<file path="config.mk">
export PLATFORM = sky130hd
export DESIGN_NAME = prio_irq_encoder
export DESIGN_NICKNAME = d
export VERILOG_FILES = /design/src/rtl/prio_irq_pkg.sv /design/src/rtl/priority_encoder_param.sv /design/src/rtl/prio_irq_encoder.sv
export SDC_FILE = /design/constraint.sdc
export NUM_CORES = 1
export LEC_CHECK = 0
export CAP_MARGIN = 20
export CELL_PAD_IN_SITES_DETAIL_PLACEMENT = 2
export CELL_PAD_IN_SITES_GLOBAL_PLACEMENT = 2
export CORE_MARGIN = 4
export CORE_UTILIZATION = 27
export CTS_BUF_LIST = sky130_fd_sc_hd__clkbuf_8
export DETAILED_ROUTE_END_ITERATION = 6
export PLACE_DENSITY_LB_ADDON = 0.15
export SYNTH_ARGS = -nofsm -noshare
export SYNTH_HDL_FRONTEND = slang
export SYNTH_HIERARCHICAL = 1
export SYNTH_SLANG_ARGS = --single-unit
</file>
<file path="constraint.sdc">
create_clock -name clk -period 1.4 [get_ports clk]
set_input_delay 0.21 -clock clk [delete_from_list [all_inputs] [get_ports clk]]
set_output_delay 0.21 -clock clk [all_outputs]
set_load 0.02 [all_outputs]
</file>
<file path="src/rtl/prio_irq_pkg.sv">
// ---------------------------------------------------------------------------
// prio_irq_pkg
// Shared types for the registered priority interrupt encoder.
//   state_t : arbitration FSM state (IDLE = no grant held, ACTIVE = grant held)
// ---------------------------------------------------------------------------
package prio_irq_pkg;

   typedef enum logic {
      IDLE   = 1'b0,
      ACTIVE = 1'b1
   } state_t;

endpackage : prio_irq_pkg

</file>
<file path="src/rtl/priority_encoder_param.sv">
// ---------------------------------------------------------------------------
// priority_encoder_param
// Combinational highest-index-wins priority encoder (generalised 8-to-3).
// Ports:
//   vec : input  [N-1:0]     candidate lines, bit N-1 has highest priority
//   idx : output [IDX_W-1:0] index of highest set bit (0 when none set)
//   any : output             1 when at least one bit of vec is set
// ---------------------------------------------------------------------------
module priority_encoder_param #(
   parameter int N     = 8,
   parameter int IDX_W = $clog2(N)
) (
   input  logic [N-1:0]     vec,
   output logic [IDX_W-1:0] idx,
   output logic             any
);

   // Ascending scan: the last set bit seen is the highest index, so it wins.
   always_comb begin
      // NOTE: defaults first so every path assigns idx/any and no latch is inferred.
      idx = '0;
      any = 1'b0;
      for (int i = 0; i < N; i++) begin
         if (vec[i]) begin
            idx = IDX_W'(i);
            any = 1'b1;
         end
      end
   end

endmodule : priority_encoder_param

</file>
<file path="src/rtl/prio_irq_encoder.sv">
// ---------------------------------------------------------------------------
// prio_irq_encoder
// Captures N request lines into a sticky pending register, masks them, and
// presents the highest-index eligible line as a held interrupt until acked.
// Ports:
//   clk     : input           clock, all state on rising edge
//   rst_n   : input           asynchronous active-low reset
//   req     : input  [N-1:0]  request lines (edge or level per EDGE_MODE)
//   mask    : input  [N-1:0]  1 = line excluded from arbitration (still latched)
//   ack     : input           consumer acknowledge, honoured only while irq=1
//   irq     : output          interrupt valid (registered)
//   irq_id  : output [IDX_W-1:0] granted line index (registered, held)
//   pending : output [N-1:0]  current pending register
// ---------------------------------------------------------------------------
module prio_irq_encoder
   import prio_irq_pkg::*;
#(
   parameter int  N         = 8,
   parameter bit  EDGE_MODE = 1'b1,
   localparam int IDX_W     = $clog2(N)
) (
   input  logic             clk,
   input  logic             rst_n,
   input  logic [N-1:0]     req,
   input  logic [N-1:0]     mask,
   input  logic             ack,
   output logic             irq,
   output logic [IDX_W-1:0] irq_id,
   output logic [N-1:0]     pending
);

   state_t           state;
   logic [N-1:0]     set;
   logic [N-1:0]     clr;
   logic [N-1:0]     pending_next;
   logic [N-1:0]     eligible;
   logic [IDX_W-1:0] enc_idx;
   logic             enc_any;

   generate
      if (EDGE_MODE) begin : g_edge
         logic [N-1:0] req_q;

         // req_q clears on reset, so a line already high at release counts as an edge.
         always_ff @(posedge clk or negedge rst_n) begin
            if (!rst_n) begin
               req_q <= '0;
            end else begin
               // NOTE: non-blocking for all sequential state so every flop samples pre-edge values.
               req_q <= req;
            end
         end

         assign set = req & ~req_q;
      end else begin : g_level
         assign set = req;
      end
   endgenerate

   // Only an ack against a held grant clears anything; the grant index is stable while ACTIVE.
   assign clr          = (state == ACTIVE && ack) ? (N'(1) << irq_id) : '0;
   // set is OR'ed in last so a fresh request on the acked line is never lost.
   assign pending_next = (pending & ~clr) | set;
   assign eligible     = pending & ~mask;

   priority_encoder_param #(
      .N     (N),
      .IDX_W (IDX_W)
   ) u_enc (
      .vec (eligible),
      .idx (enc_idx),
      .any (enc_any)
   );

   always_ff @(posedge clk or negedge rst_n) begin
      if (!rst_n) begin
         state   <= IDLE;
         irq     <= 1'b0;
         irq_id  <= '0;
         pending <= '0;
      end else begin
         pending <= pending_next;
         case (state)
            IDLE: begin
               if (enc_any) begin
                  state  <= ACTIVE;
                  irq    <= 1'b1;
                  irq_id <= enc_idx;
               end
            end
            ACTIVE: begin
               // Grant is held regardless of mask/req changes; irq_id keeps its value after ack.
               if (ack) begin
                  state <= IDLE;
                  irq   <= 1'b0;
               end
            end
            default: begin
               state <= IDLE;
               irq   <= 1'b0;
            end
         endcase
      end
   end

endmodule : prio_irq_encoder

</file>
* After elaboration in Yosys (flattened, before gate mapping) *
Cells that the tools add are included.

word-level totals
  register bits after elaboration = 21
  input bits = 19
  output and inout bits = 12
  word-level logic and storage cells = 41

cells by class
  eq/ne operators = 2
  shift-type cells = 1
  muxes and demuxes = 22
  bitwise logic cells = 8
  reduce and logical (&&, ||, !) cells = 3

operators with widths
  kind                                                               count
  8-bit bitwise AND                                                  3
  8-bit NOT                                                          3
  1-bit 2-to-1 mux                                                   13
  3-bit 2-to-1 mux                                                   4
  8-bit 2-to-1 mux                                                   1
  8-bit bitwise OR                                                   1
  1-bit by 3-bit << shifter with 8-bit output, first input constant  1
  2-bit 2-to-1 mux                                                   2
  2-bit inequality test, second input constant                       2
  1-bit one-hot mux with 2 select lines                              2
  2-bit AND reduction                                                2
  1-bit logical AND                                                  1
  1-bit NOT                                                          1

* Longest topological paths before layout *
  word-level depth = 12
  depth in mapped cells = 5
  depth with buffers taken out = 5

* Cells and area by module *
The synthesis kept the hierarchy.

by module, submodules not included
  module                  instances  cells an instance  area an instance (um^2)  sequential area each (um^2)
  prio_irq_encoder        1          66                 785.8                    525.5
  priority_encoder_param  1          12                 57.6                     0.0

* Worst setup path after synthesis *
OpenSTA, ideal clock, no wires.

  path type = register to register
  from = register pending[4]
  to = register irq_id[0]
  library setup time = 0.125 ns
  data arrival time = 1.374 ns
  slack = -0.098 ns
  cell stages (with the launch flop) = 6
  path through = dfrtp_1 > nor2b_1 > nor2_1 > nand4_1 > nor2b_2 > mux2_2

between the ends
  cells in the longest elaborated chain, start to end = 6
  elaborated cells between the ends (all ways) = 10
  classes of those cells = 8 x mux; 1 x bitwise; 1 x reduce/logical

RTL lines
  what                            RTL line                      text
  start, declared                 prio_irq_encoder.sv:29        output logic [N-1:0] pending
  start signal, assigned          prio_irq_encoder.sv:82        pending <= pending_next;
  8-bit bitwise AND               prio_irq_encoder.sv:64        assign eligible = pending & ~mask;
  via eligible[4]                 prio_irq_encoder.sv:36        logic [N-1:0] eligible;
  1-bit 2-to-1 mux (4 in series)  priority_encoder_param.sv:24  if (vec[i]) begin
  via enc_any                     prio_irq_encoder.sv:38        logic enc_any;
  2-bit AND reduction (no line)   -
  end signal, assigned            prio_irq_encoder.sv:88        irq_id <= enc_idx;
  end, declared                   prio_irq_encoder.sv:28        output logic [IDX_W-1:0] irq_id,

The timed path passes the listed nets, and every way through them passes these cells.
A chain may end at the register's enable or synchronous reset.

* Worst setup path in the final report *
  from = input mask[2]
  to = register irq_id[2]

between the ends
  cells in the longest elaborated chain, start to end = 9

RTL lines
  what                            RTL line                      text
  start, declared                 prio_irq_encoder.sv:25        input logic [N-1:0] mask,
  8-bit NOT                       prio_irq_encoder.sv:64
  8-bit bitwise AND               prio_irq_encoder.sv:64
  via eligible[2]                 prio_irq_encoder.sv:36
  1-bit 2-to-1 mux (6 in series)  priority_encoder_param.sv:24
  via enc_any                     prio_irq_encoder.sv:38
  2-bit AND reduction (no line)   -

The timed path passes the listed nets, and every way through them passes these cells.

==> results.md <==
Routing:
- Across all layers, the routed design uses 753 vias.
- The final layout contains routed wiring with a total length of 2.563 mm.
- The vias per cell is 4.429.
- For this run, design rule violations remaining after detail routing come to 0.
- The first detailed-routing pass ran for 2 iterations.
- In this run, the number of DRC markers left after iteration 0 of detailed routing was 15.
- The routed wirelength normalized by instance count is 15.08 um.
- The antenna violation net count after detailed routing is 0.

Die:
- From left edge to right edge, the die measures approximately 64 um.
- The die height is 63.89 um.
- The row count is 20.
- The die covers approximately 0.004 mm2.
- The initial core utilization is 0.2785.
- The number of placed I/O pins is 31.
- The total area inside the core boundary comes to between 0.003 and 0.004 mm2.

Synth:
- Of the synthesized area, sequential elements account for 0.6231.
- The yosys synthesis warning count is 6.
- The net count after synthesis is 97.
- The mapped netlist covers around 840 um2.
- The distinct cell type count of the synthesized netlist is 18.
- In the synthesized netlist, the number of instances is 78.
- The average footprint of a synthesized cell is 10.81 um2.
- Counting flops and latches in the post-synthesis netlist gives 21.

Global route:
- In the global route stage, met1 resource usage came out at 0.1495.
- The remaining global-route overflow is 0.
- The number of global-route vias before repair is 852.
- The global-route wire length before repair is 4.071 mm.
- The initial antenna violation count came to 0.
- The maximum number of pins on one net before global-route repair is 22.
- In the global route stage, met2 resource usage came out at 0.2413.
- The global routing met3 resource utilization is 0.02636.
- In the global route stage, overall resource usage came out at 0.1320.
- In this run the most used layer during global routing was met2.

Min path:
- The class of the tightest hold or removal check is input port to async pin.

Clocking:
- TritonCTS built the clock tree.
- The hold-fix buffer count after cts is 0.
- After clock tree synthesis, the clock-pin slew on the worst setup and hold paths is around 0.070 ns.
- Counting the buffers created by CTS gives 3.
- The tree built by TritonCTS fans out to 21 sinks.
- The clock root buffer is sky130_fd_sc_hd__clkbuf_8.
- No sink is reached through more buffers than the 2 on the longest clock path.
- CTS built an H-tree with a depth of 1.
- The clock latency on the worst-skew pair is 0.26 ns.

Outcome:
- The checks that failed: setup timing.
- The flow ran to the end, but the final reports show violations.

Critical path:
- In this design, the critical path's most frequently occurring cell is sky130_fd_sc_hd__nor2b_4.
- The cell type of the slowest stage on the worst timing path is sky130_fd_sc_hd__clkdlybuf4s50_1.
- Data on the critical path is required at its endpoint by 1.55 ns.
- Walking the worst path, the cells encountered are clkdlybuf4s50_1, nor2b_4, nor2_4, nand4_1, nor2b_4, mux2_4.
- Of all nets on the critical path, the largest fanout is 4.
- The critical path starts at mask[2].
- The critical path is of the input port to flop type.
- The startpoint identified for the worst register-to-register timing path is pending[2].
- The largest single stage delay on the critical path is 0.45 ns.
- The sort of element at the end of the critical path is a flop.
- STA classifies the critical path startpoint as an input port.
- The critical path arrival is 1.56 ns.
- The number of cells on the worst reg-to-reg path is 5.

Final layout:
- In the final design database the tool counted 146 nets.
- The area growth from synthesis to final layout is 71.07%.
- The diode insertion count for antenna repair is 0.
- The fraction of layout instances using a drive strength above 1 is 0.3175.

Place:
- Summed over all nets, the half-perimeter wirelength after detailed placement is 1.827 mm.
- The weighted congestion reported at the end of routability-driven placement is 0.7747.
- During placement, the flow inserted port buffers numbering 30.

Timing:
- The count of pins over their slew limit was 0.
- The shortest clock period the worst path allows after layout is 1.411 ns.
- Clock skew on the completed layout was measured at 0.0009036 ns.
- The number of hold violations in the final report is 0.
- Setup repair after global routing could not meet its margin everywhere.
- Setup violations remaining at the end of the flow were counted as 3.
- The transition time at the pin with the least slew margin is 0.2789 ns.
- Summed over all failing endpoints, the final setup total negative slack is -0.03216 ns.
- The top achievable clock speed is 708.7 MHz.
- The worst hold slack is 0.2922 ns.
- The worst pin sits at a relative slew slack of 0.8140.
- The worst setup slack after layout is -0.01103 ns.
- The share of the clock period used by the worst path after layout is 1.008.

Run:
- The tool flagged a number of max-cap violations equal to 0.

Power and ir drop:
- The reported leakage power is 0.6590 nW.
- Dividing total power by cell area gives a power density of 1650 mW/mm2.
- The largest vdd supply drop is around 720 uV.
==> per-layer routing <==
layer | share of wire | vias up
met4 | 0.012 | 0
met1 | 0.40 | 377
li1 | - | 353
met5 | 0 | -
met2 | 0.54 | 19
met3 | 0.042 | 4
==> area by class of cell <==
type                            instances  area [um2]
Clock inverter                          1       3.754
Sequential cell                        21       534.3
Fill cell                             321        1585
Clock buffer                            3       41.29
Tap cell                               44       55.05
Timing Repair Buffer                   44       389.1
Inverter                               11       41.29
Multi-Input combinational cell         46       377.9
==> metrics by stage <==
step / cell area, um2 / power (mW) / worst slack, ns / std cells / util
4_1_cts: 1405 / 2.340 / -0.02009 / 169 / 0.4641
3_5_place_dp: 1290 / 1.902 / -0.3047 / 161 / 0.4260
2_1_floorplan: 867.1 / 1.353 / 0.01873 / 78 / -
3_3_place_gp: 1290 / 1.873 / -0.2502 / 161 / 0.4260
6_report: 1443 / 2.380 / -0.01103 / 170 / 0.4764
5_1_grt: 1443 / 2.544 / -0.03578 / 170 / 0.4764
==> synthesized netlist by cell type <==
master | n | area (um2)
sky130_fd_sc_hd__mux2_2 | 3 | 33.78
sky130_fd_sc_hd__o21ai_1 | 2 | 10.01
sky130_fd_sc_hd__nand2b_1 | 2 | 12.51
sky130_fd_sc_hd__a21o_1 | 1 | 7.510
sky130_fd_sc_hd__nand2_1 | 2 | 7.510
sky130_fd_sc_hd__clkinv_1 | 1 | 3.750
sky130_fd_sc_hd__nand4_1 | 1 | 6.260
sky130_fd_sc_hd__o2bb2ai_1 | 1 | 8.760
sky130_fd_sc_hd__nand3b_1 | 1 | 7.510
sky130_fd_sc_hd__a21oi_1 | 2 | 10.01
sky130_fd_sc_hd__dfrtp_1 | 21 | 525.5
sky130_fd_sc_hd__o21ai_0 | 12 | 60.06
sky130_fd_sc_hd__inv_1 | 10 | 37.54
sky130_fd_sc_hd__nor2b_1 | 8 | 50.05
sky130_fd_sc_hd__nand3_1 | 1 | 5.000
sky130_fd_sc_hd__nor2b_2 | 1 | 8.760
sky130_fd_sc_hd__o31ai_1 | 4 | 30.03
sky130_fd_sc_hd__nor2_1 | 5 | 18.77
==> sequential cells by signal, summed over array words and instances (netlist names) <==
name	flops
g_edge.req_q	8
pending	8
irq_id	3
irq	1
state	1
==> worst paths after layout <==
check                                        to  slack, ns
worst max-delay path                  irq_id[2]      -0.01
worst min-delay path            g_edge.req_q[4]       0.29
worst max register to register        irq_id[2]      -0.01
worst min register to register       pending[6]       0.42
max in group asynchronous            pending[3]       0.86
min in group clk                g_edge.req_q[2]       0.41
==> power by group <==
| part | internal, mW | leakage [nW] | switching (mW) |
|---|---|---|---|
| logic | 0.567 | 0.414 | 0.547 |
| clock network | 0.195 | 0.0269 | 0.192 |
| registers | 0.765 | 0.218 | 0.114 |
| total | 1.53 | 0.659 | 0.853 |
==> cell families after synthesis <==
group | count (synthesis) | share of synthesized area
compound gates | 22 | 0.1499
flops | 21 | 0.6231
mux | 3 | 0.04006
simple gates | 21 | 0.1380
buf+inv | 11 | 0.04896
==> critical path: cells and delay by family <==
kind	cells	cell delay [ns]
AND/OR/NAND/NOR	4	0.58
multiplexers	1	0.31
buffers and inverters	1	0.45
==> layout by cell type (no fill, tap or decap) <==
master                            netlist  routed
sky130_fd_sc_hd__o21ai_1                2       2
sky130_fd_sc_hd__nor2_2                 0       1
sky130_fd_sc_hd__o2bb2ai_1              1       1
sky130_fd_sc_hd__dlygate4sd2_1          0      13
sky130_fd_sc_hd__nand2_1                2       2
sky130_fd_sc_hd__nor2_4                 0       3
sky130_fd_sc_hd__buf_4                  0      14
sky130_fd_sc_hd__nand2b_1               2       2
sky130_fd_sc_hd__nand3b_1               1       1
sky130_fd_sc_hd__nand4_1                1       1
sky130_fd_sc_hd__nand3_1                1       1
sky130_fd_sc_hd__nor2b_4                0       9
sky130_fd_sc_hd__o31ai_1                4       4
sky130_fd_sc_hd__clkinv_1               1       1
sky130_fd_sc_hd__dfrtp_1               21      14
sky130_fd_sc_hd__dfrtp_2                0       7
sky130_fd_sc_hd__clkdlybuf4s50_1        0      17
sky130_fd_sc_hd__mux2_4                 0       3
sky130_fd_sc_hd__nor2_1                 5       1
sky130_fd_sc_hd__a21oi_1                2       2
sky130_fd_sc_hd__clkbuf_8               0       3
sky130_fd_sc_hd__o21ai_0               12      12
sky130_fd_sc_hd__inv_1                 10      11
sky130_fd_sc_hd__a21o_1                 1       1
==> what timing repair did <==
action / in CTS / in global routing
gates resized for setup: 28 / 7
buffers inserted: 4 / 1
endpoints found under the setup margin: 15 / 4
pin swaps: 2 / 2
endpoints found under the hold margin: 0 / 0
Note: power is estimated with default switching activity, not from simulation.
